[src/rtl/rf_scoreboard_if.sv]
// rf_scoreboard_if: decode/write-back side bundle for the register file scoreboard.
// Latency: n/a (wires only); read data/busy are combinational from the slave.
// Backpressure: ready from the slave gates writes/issues; low while the file initialises.
interface rf_scoreboard_if #(
   parameter int DATA_W = 16,
   parameter int ADDR_W = 2
);
   logic              ready;
   logic              init_req;
   logic [ADDR_W-1:0] rd_addr1;
   logic [ADDR_W-1:0] rd_addr2;
   logic [DATA_W-1:0] rd_data1;
   logic [DATA_W-1:0] rd_data2;
   logic              rd_busy1;
   logic              rd_busy2;
   logic              wr_en;
   logic [ADDR_W-1:0] wr_addr;
   logic [DATA_W-1:0] wr_data;
   logic              issue_en;
   logic [ADDR_W-1:0] issue_addr;

   // decode / write-back side
   modport master (
      input  ready, rd_data1, rd_data2, rd_busy1, rd_busy2,
      output init_req, rd_addr1, rd_addr2, wr_en, wr_addr, wr_data, issue_en, issue_addr
   );

   // register file side
   modport slave (
      output ready, rd_data1, rd_data2, rd_busy1, rd_busy2,
      input  init_req, rd_addr1, rd_addr2, wr_en, wr_addr, wr_data, issue_en, issue_addr
   );
endinterface

[src/rtl/rf_scoreboard.sv]
// rf_scoreboard: 2R/1W register file with per-register busy bits and a post-reset index initialiser.
// Latency: reads 0 cycles (combinational); write/issue effects visible after the sampling edge.
// Backpressure: ready=0 during the NUM_REGS-edge init; wr_en/issue_en/init_req ignored then.
// Optional macro RF_BYPASS_EN: forwards same-cycle write-back data and busy to matching read ports in RUN.
module rf_scoreboard #(
   parameter int DATA_W = 16,
   parameter int ADDR_W = 2
) (
   input  logic           clk,
   input  logic           reset_n,
   rf_scoreboard_if.slave bus
);
   localparam int NUM_REGS = 2**ADDR_W;

   typedef enum logic {INIT, RUN} state_t;

   state_t                          state;
   state_t                          state_nxt;
   logic [ADDR_W:0]                 cnt;
   logic [ADDR_W:0]                 cnt_nxt;
   logic [NUM_REGS-1:0][DATA_W-1:0] regs;
   logic [NUM_REGS-1:0]             busy;

   assign bus.ready = (state == RUN);

   // state and init counter register
   always_ff @(posedge clk) begin
      if (!reset_n) begin
         state <= INIT;
         cnt   <= '0;
      end else begin
         state <= state_nxt;
         cnt   <= cnt_nxt;
      end
   end

   // next state: INIT walks cnt over every register, RUN waits for an init request
   always_comb begin
      state_nxt = state;
      cnt_nxt   = cnt;
      case (state)
         INIT: begin
            cnt_nxt = cnt + (ADDR_W+1)'(1);
            if (cnt == (ADDR_W+1)'(NUM_REGS-1)) begin
               state_nxt = RUN;
               cnt_nxt   = '0;
            end
         end
         RUN: begin
            if (bus.init_req) begin
               state_nxt = INIT;
               cnt_nxt   = '0;
            end
         end
         default: begin
            state_nxt = INIT;
            cnt_nxt   = '0;
         end
      endcase
   end

   // register and busy update; in RUN the issue assignment comes last so it wins over write-back
   always_ff @(posedge clk) begin
      if (!reset_n) begin
         regs <= '0;
         busy <= '0;
      end else if (state == INIT) begin
         regs[cnt[ADDR_W-1:0]] <= DATA_W'(cnt);
         busy                  <= '0;
      end else if (bus.init_req) begin
         busy <= '0;
      end else begin
         if (bus.wr_en) begin
            regs[bus.wr_addr] <= bus.wr_data;
            busy[bus.wr_addr] <= 1'b0;
         end
         if (bus.issue_en) begin
            busy[bus.issue_addr] <= 1'b1;
         end
      end
   end

   // read ports: stored contents, optionally forwarded from the write-back in flight
   always_comb begin
      bus.rd_data1 = regs[bus.rd_addr1];
      bus.rd_busy1 = busy[bus.rd_addr1];
      bus.rd_data2 = regs[bus.rd_addr2];
      bus.rd_busy2 = busy[bus.rd_addr2];
`ifdef RF_BYPASS_EN
      if ((state == RUN) && bus.wr_en && (bus.rd_addr1 == bus.wr_addr)) begin
         bus.rd_data1 = bus.wr_data;
         bus.rd_busy1 = bus.issue_en && (bus.issue_addr == bus.wr_addr);
      end
      if ((state == RUN) && bus.wr_en && (bus.rd_addr2 == bus.wr_addr)) begin
         bus.rd_data2 = bus.wr_data;
         bus.rd_busy2 = bus.issue_en && (bus.issue_addr == bus.wr_addr);
      end
`endif
   end
endmodule

[src/flat_wrapper.sv]
// flat-port wrapper written by rule: the top's interface ports become plain ports
module rf_scoreboard_flat 
#(
   parameter int DATA_W = 16,
   parameter int ADDR_W = 2
)
  (clk, reset_n, bus_ready, bus_rd_data1, bus_rd_data2, bus_rd_busy1, bus_rd_busy2, bus_init_req, bus_rd_addr1, bus_rd_addr2, bus_wr_en, bus_wr_addr, bus_wr_data, bus_issue_en, bus_issue_addr);
  rf_scoreboard_if #(.DATA_W(DATA_W), .ADDR_W(ADDR_W)) bus_i ();
  input  logic clk;
  input  logic reset_n;
  output wire logic [$bits(bus_i.ready)-1:0] bus_ready;
  output wire logic [$bits(bus_i.rd_data1)-1:0] bus_rd_data1;
  output wire logic [$bits(bus_i.rd_data2)-1:0] bus_rd_data2;
  output wire logic [$bits(bus_i.rd_busy1)-1:0] bus_rd_busy1;
  output wire logic [$bits(bus_i.rd_busy2)-1:0] bus_rd_busy2;
  input wire logic [$bits(bus_i.init_req)-1:0] bus_init_req;
  input wire logic [$bits(bus_i.rd_addr1)-1:0] bus_rd_addr1;
  input wire logic [$bits(bus_i.rd_addr2)-1:0] bus_rd_addr2;
  input wire logic [$bits(bus_i.wr_en)-1:0] bus_wr_en;
  input wire logic [$bits(bus_i.wr_addr)-1:0] bus_wr_addr;
  input wire logic [$bits(bus_i.wr_data)-1:0] bus_wr_data;
  input wire logic [$bits(bus_i.issue_en)-1:0] bus_issue_en;
  input wire logic [$bits(bus_i.issue_addr)-1:0] bus_issue_addr;
  assign bus_ready = bus_i.ready;
  assign bus_rd_data1 = bus_i.rd_data1;
  assign bus_rd_data2 = bus_i.rd_data2;
  assign bus_rd_busy1 = bus_i.rd_busy1;
  assign bus_rd_busy2 = bus_i.rd_busy2;
  assign bus_i.init_req = bus_init_req;
  assign bus_i.rd_addr1 = bus_rd_addr1;
  assign bus_i.rd_addr2 = bus_rd_addr2;
  assign bus_i.wr_en = bus_wr_en;
  assign bus_i.wr_addr = bus_wr_addr;
  assign bus_i.wr_data = bus_wr_data;
  assign bus_i.issue_en = bus_issue_en;
  assign bus_i.issue_addr = bus_issue_addr;
  rf_scoreboard #(.DATA_W(DATA_W), .ADDR_W(ADDR_W)) u_core (.clk(clk), .reset_n(reset_n), .bus(bus_i));
endmodule
[config.mk]
export PLATFORM = sky130hd
export DESIGN_NAME = rf_scoreboard_flat
export DESIGN_NICKNAME = d
export VERILOG_FILES = /design/src/rtl/rf_scoreboard_if.sv /design/src/rtl/rf_scoreboard.sv /design/src/flat_wrapper.sv
export SDC_FILE = /design/constraint.sdc
export NUM_CORES = 1
export LEC_CHECK = 0
export CAP_MARGIN = 20
export CORE_MARGIN = 2
export CORE_UTILIZATION = 45
export DETAILED_ROUTE_END_ITERATION = 12
export GPL_ROUTABILITY_DRIVEN = 0
export PLACE_DENSITY = 0.69
export SYNTH_ARGS = -nofsm -noshare
export SYNTH_HDL_FRONTEND = slang
export SYNTH_SLANG_ARGS = --single-unit
export TNS_END_PERCENT = 50
[constraint.sdc]
create_clock -name clk -period 1.7 [get_ports clk]
set_clock_uncertainty 0.15 [all_clocks]
set_input_delay 0.17 -clock clk [delete_from_list [all_inputs] [get_ports clk]]
set_output_delay 0.17 -clock clk [all_outputs]
set_load 0.02 [all_outputs]
# ---- Word-level counts from Yosys, hierarchy flattened
# Index checks and enable logic that the tools add are counted.
# Widths: inputs -> output; s select.
dict set report totals {
  romBits 0
  reg_bits 72
  wordCells 62
  n_memories 0
  input_bits 29
  ram_bits 0
  latchBits 0
}
dict set report op_classes {
  n_reduce_logical 5
  div 0
  mul 0
  add_sub_neg 1
  mux 32
  order_cmp 8
  n_bitwise 5
  eq_ne 4
  shift 0
}
# cell count
set ops {}
lappend ops {{$mux 64} 3}
lappend ops {{$bwmux 64} 2}
lappend ops {{$bmux 16 s2} 2}
lappend ops {{$demux 16 s2} 2}
lappend ops {{$mux 16} 4}
lappend ops {{$mux 4} 5}
lappend ops {{$lt 2x3->1 const B} 5}
lappend ops {{$ge 2x1->1 const B} 3}
lappend ops {{$mux 1} 6}
lappend ops {{$mux 3} 2}
lappend ops {{$ne 2x2->1 const B} 3}
lappend ops {{$pmux 3 s2} 1}
lappend ops {{$and 4x4->4} 1}
lappend ops {{$bmux 1 s2} 2}
lappend ops {{$demux 1 s2} 2}
lappend ops {{$not 4->4} 1}
lappend ops {{$or 4x4->4} 1}
lappend ops {{$add 3x1->3 const B} 1}
lappend ops {{$eq 3x2->1 const B} 1}
lappend ops {{$logic_and 1x1->1} 3}
lappend ops {{$reduce_or 3->1} 1}
lappend ops {{$not 1->1} 2}
lappend ops {{$pmux 1 s2} 1}
lappend ops {{$reduce_and 2->1} 1}

# ---- Longest topological paths before layout
dict set report logic_depth {
  ltp_word 12
  depth_mapped 6
}

# ---- Worst setup path after synthesis
# No wires, ideal clock.
dict set report synth_timing {
  path_kind {reg2reg}
  start {register u_core.state (netlist: u_core.bus.ready)}
  end {register u_core.regs[58] (netlist name)}
  slack_ns 0.067
  path_stages_with_launch 7
  arrival_time_ns 1.412
  t_required_ns 1.480
  path_cell_list {dfxtp_1 clkbuf_2 nor2b_1 clkbuf_1 clkbuf_1 nand3_1 a21oi_1}
}
dict set report synth_via {
  elab_chain_len 2
  word_cells_on_any_way 4
  cone_classes {eq/ne (2); mux (1); reduce/logical (1)}
}
# element line_no
set synth_rtl {}
lappend synth_rtl {{start: declaration} rf_scoreboard.sv:17} ;# state_t state;
lappend synth_rtl {{start signal: assignment} rf_scoreboard.sv:32} ;# state <= state_nxt;
lappend synth_rtl {{$ne 2x2->1 (no source line)} -}
lappend synth_rtl {{$reduce_and 2->1 (no source line)} -}
lappend synth_rtl {{end signal: indexed assignment} rf_scoreboard.sv:68} ;# regs[cnt[ADDR_W-1:0]] <= DATA_W'(cnt);
lappend synth_rtl {{end signal: indexed assignment} rf_scoreboard.sv:74} ;# regs[bus.wr_addr] <= bus.wr_data;
lappend synth_rtl {{end: declaration} rf_scoreboard.sv:21} ;# logic [NUM_REGS-1:0][DATA_W-1:0] regs;
# Parallel ways exist; a longest one is shown, timed or not.
# A chain may end at the register's enable or synchronous reset.

# ---- Final worst setup path
dict set report layout_timing {
  start {register u_core.regs[59] (netlist name)}
  end {output bus_rd_data1[11]}
}
dict set report layout_via {
  elab_chain_len 2
}
# element line_no
set layout_rtl {}
lappend layout_rtl {{$bmux 16 s2} rf_scoreboard.sv:85} ;# bus.rd_data1 = regs[bus.rd_addr1];
lappend layout_rtl {{$mux 16 (implied by the code)} rf_scoreboard.sv:85}
lappend layout_rtl {{end: declaration} flat_wrapper.sv:12} ;# output wire logic [$bits(bus_i.rd_data1)-1:0] bus_rd_data1;
# Every way passes these cells. The select of a mux whose other input is x is not followed.

==> results <==
- The area growth from synthesis to layout is 32.57%.
- The worst setup path is launched from a flip-flop.
- Of the available clock period, the critical path in the final layout requires 98.07%.
- Measured along the x axis, the die boundary spans 98.22 um.
- The cell area that synthesis handed to floorplanning was 3995 sq um.
- The portion of total power attributed to sequential cells is 39.9%.
- The post-detailed-placement cell area is 5085 sq um.
- The tightest min-delay check is of the in -> reg type.
- The worst pin sits at a relative slew slack of 76.65%.
- The I/O pin count is 64.
- The length of the first detailed-routing pass in iterations is 5.
- The share of synthesized area occupied by flip-flops and latches is 36.08%.
- TritonCTS built the clock tree.
- Dividing total power by cell area gives a power density of 853.3 nW/um^2.
- Setup repair after global routing could not meet its margin everywhere.
- The critical path class is reg -> out.
- When the netlist entered floorplanning its net count stood at 430.
- Once layout is done, the placed cells without fillers occupy 5296 sq um.
- The peak clock frequency supported by timing is 599.8 MHz.
- Max-cap violations in this run came to 0.
- The total area of multi-input combinational cells is 2340 sq um.
- Entering global routing, the biggest net connects 19 pins.
- The via count of the first global-routing pass is 3,579.
- The number of levels in the clock H-tree is 3.
- The repair_antennas step left the layout with diodes totalling 0.
- Measured along the y axis, the die boundary spans 98.22 um.
- For the pin with the worst max-slew slack, the measured transition is 0.3503 ns.
- Summing all flip-flop and latch instances after layout gives 1445 sq um.
- The routed wire length per instance is 20.10 um.
- The endpoint kind of the worst setup timing path is an output pin.
- In this run the worst path has a maximum fanout of 3.
- The dominant register cell in the synthesized netlist is dfxtp_1.
- The average cell area after synthesis is 10.14 sq um.
- The maximum ir drop on the vdd rail is 0.4825 mV.
- After synthesis the netlist holds a flip-flop and latch count of 72.
- In this run the remaining antenna-violating nets after routing total 0.
- The core region is 8678 sq um.
- After detailed routing, the number of remaining DRC violations is 0.
- In this run the post-CTS setup repair buffer count came out at 0.
- The number of antenna violations at the first check in global routing came to 0.
- Yosys printed 0 warnings.
- The starting utilization of the core area is 46.04%.
- The largest buffer count on any clock path is 2.
- The share of flip-flops with an asynchronous set or reset is 0%.
- The floorplan step defined a die boundary enclosing 9647 sq um.
- The count of input and output buffers is 63.
- In this run, the clock network consumes 34.7% of the power.
- The final route contains 3,678 vias.
- The number of fill cells in the layout is 762.
- The global-route wire length before repair is 19.35 mm.
- After detailed routing, the total wire length is 12.04 mm.
- The detailed router's first-iteration violation count is 215.
- In the routed layout, each cell is associated on average with a via count of 6.140.
- The combinational group share of total power is 25.4%.
- The run finished with clean final reports.
- STA puts the critical path data arrival time at 1.35 ns.
- The total negative setup slack is 0 ns.
- In this run the core area contains 34 standard-cell rows.
- At the later pin of the worst-skew pair, clock insertion delay measures 0.35 ns.
- The net load switching power is 1.355 mW.
- The number of slew-limit violations in the final report is 0.
- The post-route netlist has 33.81% of its cells at a drive strength greater than 1.
- Counting the buffers created by CTS gives 9.
- The number of setup violations in the final report is 0.
- The count of mapped cells out of synthesis is 394.
- In the global route stage, overall resource usage came out at 25.17%.
- Clock-pin slew was measured on the worst setup and hold paths at 0.09 ns.
- The fraction of power spent switching nets is 29.98%.
- The root buffer cell chosen for the clock tree is clkbuf_8.
- The final layout contains 522 nets.
- The hold violation count in the final report came to 0.
- The register-to-register path setup slack is 0.04 ns.
- STA puts the critical path data required time at 1.38 ns.
- The internal power consumption is 3.164 mW.
- The detailed placer's ending HPWL is 8.340 mm.
- For this design, the sink count on the clock tree is 72.
- The number of library cell types mapped by synthesis is 43.
- Summed over all layers, the global routing overflow is 0.
- The worst hold margin is 0.3236 ns.
- For the finished layout, the period the worst path requires is 1.667 ns.
- Yosys mapped a number of flops with a built-in enable equal to 0.
- The reported leakage power is 2.017 nW.
## state kept, by name, indices dropped and copies added, names as in the netlist
signal	flops
u_core.cnt	3
u_core.busy	4
u_core.regs	64
u_core.bus.ready	1
## cell type report
type                       instances  share of cell area, %
clock buffer                       9                  2.339
timing repair buffer             120                  21.31
multi-input combinational        277                  44.18
inverter                           6                 0.4252
sequential                        72                  27.29
tap                              108                  2.551
clock inverter                     7                  1.914
## synthesized netlist by cell type (3+ instances only)
cell / instances / area (sq um)
ha_1: 7 / 87.58
dfxtp_1: 72 / 1441
nand3b_1: 4 / 30.03
o21ai_0: 4 / 20.02
a21oi_1: 34 / 170.2
o21a_1: 3 / 22.52
inv_1: 5 / 18.77
buf_2: 18 / 90.09
nand3_1: 31 / 155.2
nand2b_1: 6 / 37.54
o211ai_1: 26 / 195.2
nor2_1: 4 / 15.01
a211oi_1: 6 / 45.04
buf_1: 4 / 15.01
mux2i_1: 27 / 270.3
clkbuf_1: 12 / 45.04
nand2_1: 57 / 214.0
o221a_2: 7 / 78.83
mux4_2: 34 / 765.7
nor2b_1: 4 / 25.02
a31oi_1: 3 / 18.77
## critical path, cell delays in order (launching register included)
cell,delay (ns)
dfxtp_1,0.34
mux4_2,0.48
buf_2,0.17
## cells by family after synthesis
kind of cell | share of synthesized area, %
flip-flops | 36.08
AO/OA/AOI/OAI | 15.41
adder cells (fa/ha/maj) | 2.192
multiplexers | 25.93
buffers and inverters | 5.606
AND/OR/NAND/NOR | 14.78
## per-stage QoR
| stage | total power, mW | setup WS [ns] | utilization, % | instances |
|---|---|---|---|---|
| final | 4.519 | 0.03287 | 61.03 | 599 |
| after global routing | 4.685 | -0.005482 | 61.03 | 599 |
| after CTS | 4.516 | 0.0003303 | 60.76 | 599 |
| after detailed placement | 2.950 | -0.5857 | 58.59 | 579 |
| after global placement | 2.934 | -0.5526 | 58.59 | 579 |
| after floorplan | 2.463 | 0.06728 | - | 394 |
## layout by cell type (no fill, tap or decap), drive strengths merged, types with 2 or more instances in the layout
cell,n
dfxtp,72
o221a,7
mux2i,27
a211oi,6
nand3,31
and3b,2
buf,89
nand2,57
and4b,2
a21oi,34
clkbuf,9
nor2,4
ha,7
clkinvlp,2
a31oi,3
bufinv,2
o211ai,26
clkdlybuf4s50,24
clkdlybuf4s15,4
nand3b,4
nor2b,4
nand2b,6
o21a,3
a32oi,2
o21ai,6
inv,8
bufbuf,2
mux4,34
## power by group through the flow
stage / registers, mW / logic, mW / clock network (mW)
finish: 1.80 / 1.15 / 1.57
CTS: 1.80 / 1.13 / 1.59
global placement: 1.84 / 1.10 / 0
detailed placement: 1.84 / 1.11 / 0
floorplan: 1.83 / 0.630 / 0
global route: 1.81 / 1.21 / 1.66
## timing repair
item,in CTS,in global routing
cloned,4,0
gates resized for setup,150,11
hold buffers,0,0
pin swaps,0,0
endpoints found under the setup margin,34,16
## routing by layer
layer,global-route usage [%],share of wire (%),vias up
met5,0,0,-
met4,7.482,2.3,0
met3,5.440,6.7,22
met2,39.94,48,155
met1,34.87,43,1826
li1,-,-,1675
## worst paths after layout
path,to,startpoint,depth (start not counted)
min,u_core.regs[3]$_SDFFE_PN0P_,bus_wr_data[3],3
max,bus_rd_data1[11],u_core.regs[59]$_SDFFE_PN0P_,2
min reg2reg,u_core.regs[8]$_SDFFE_PN0P_,u_core.regs[8]$_SDFFE_PN0P_,2
max reg2reg,u_core.regs[17]$_SDFFE_PN0P_,u_core.cnt[1]$_SDFFE_PN0P_,6
Power figures use the tool's default switching activity.
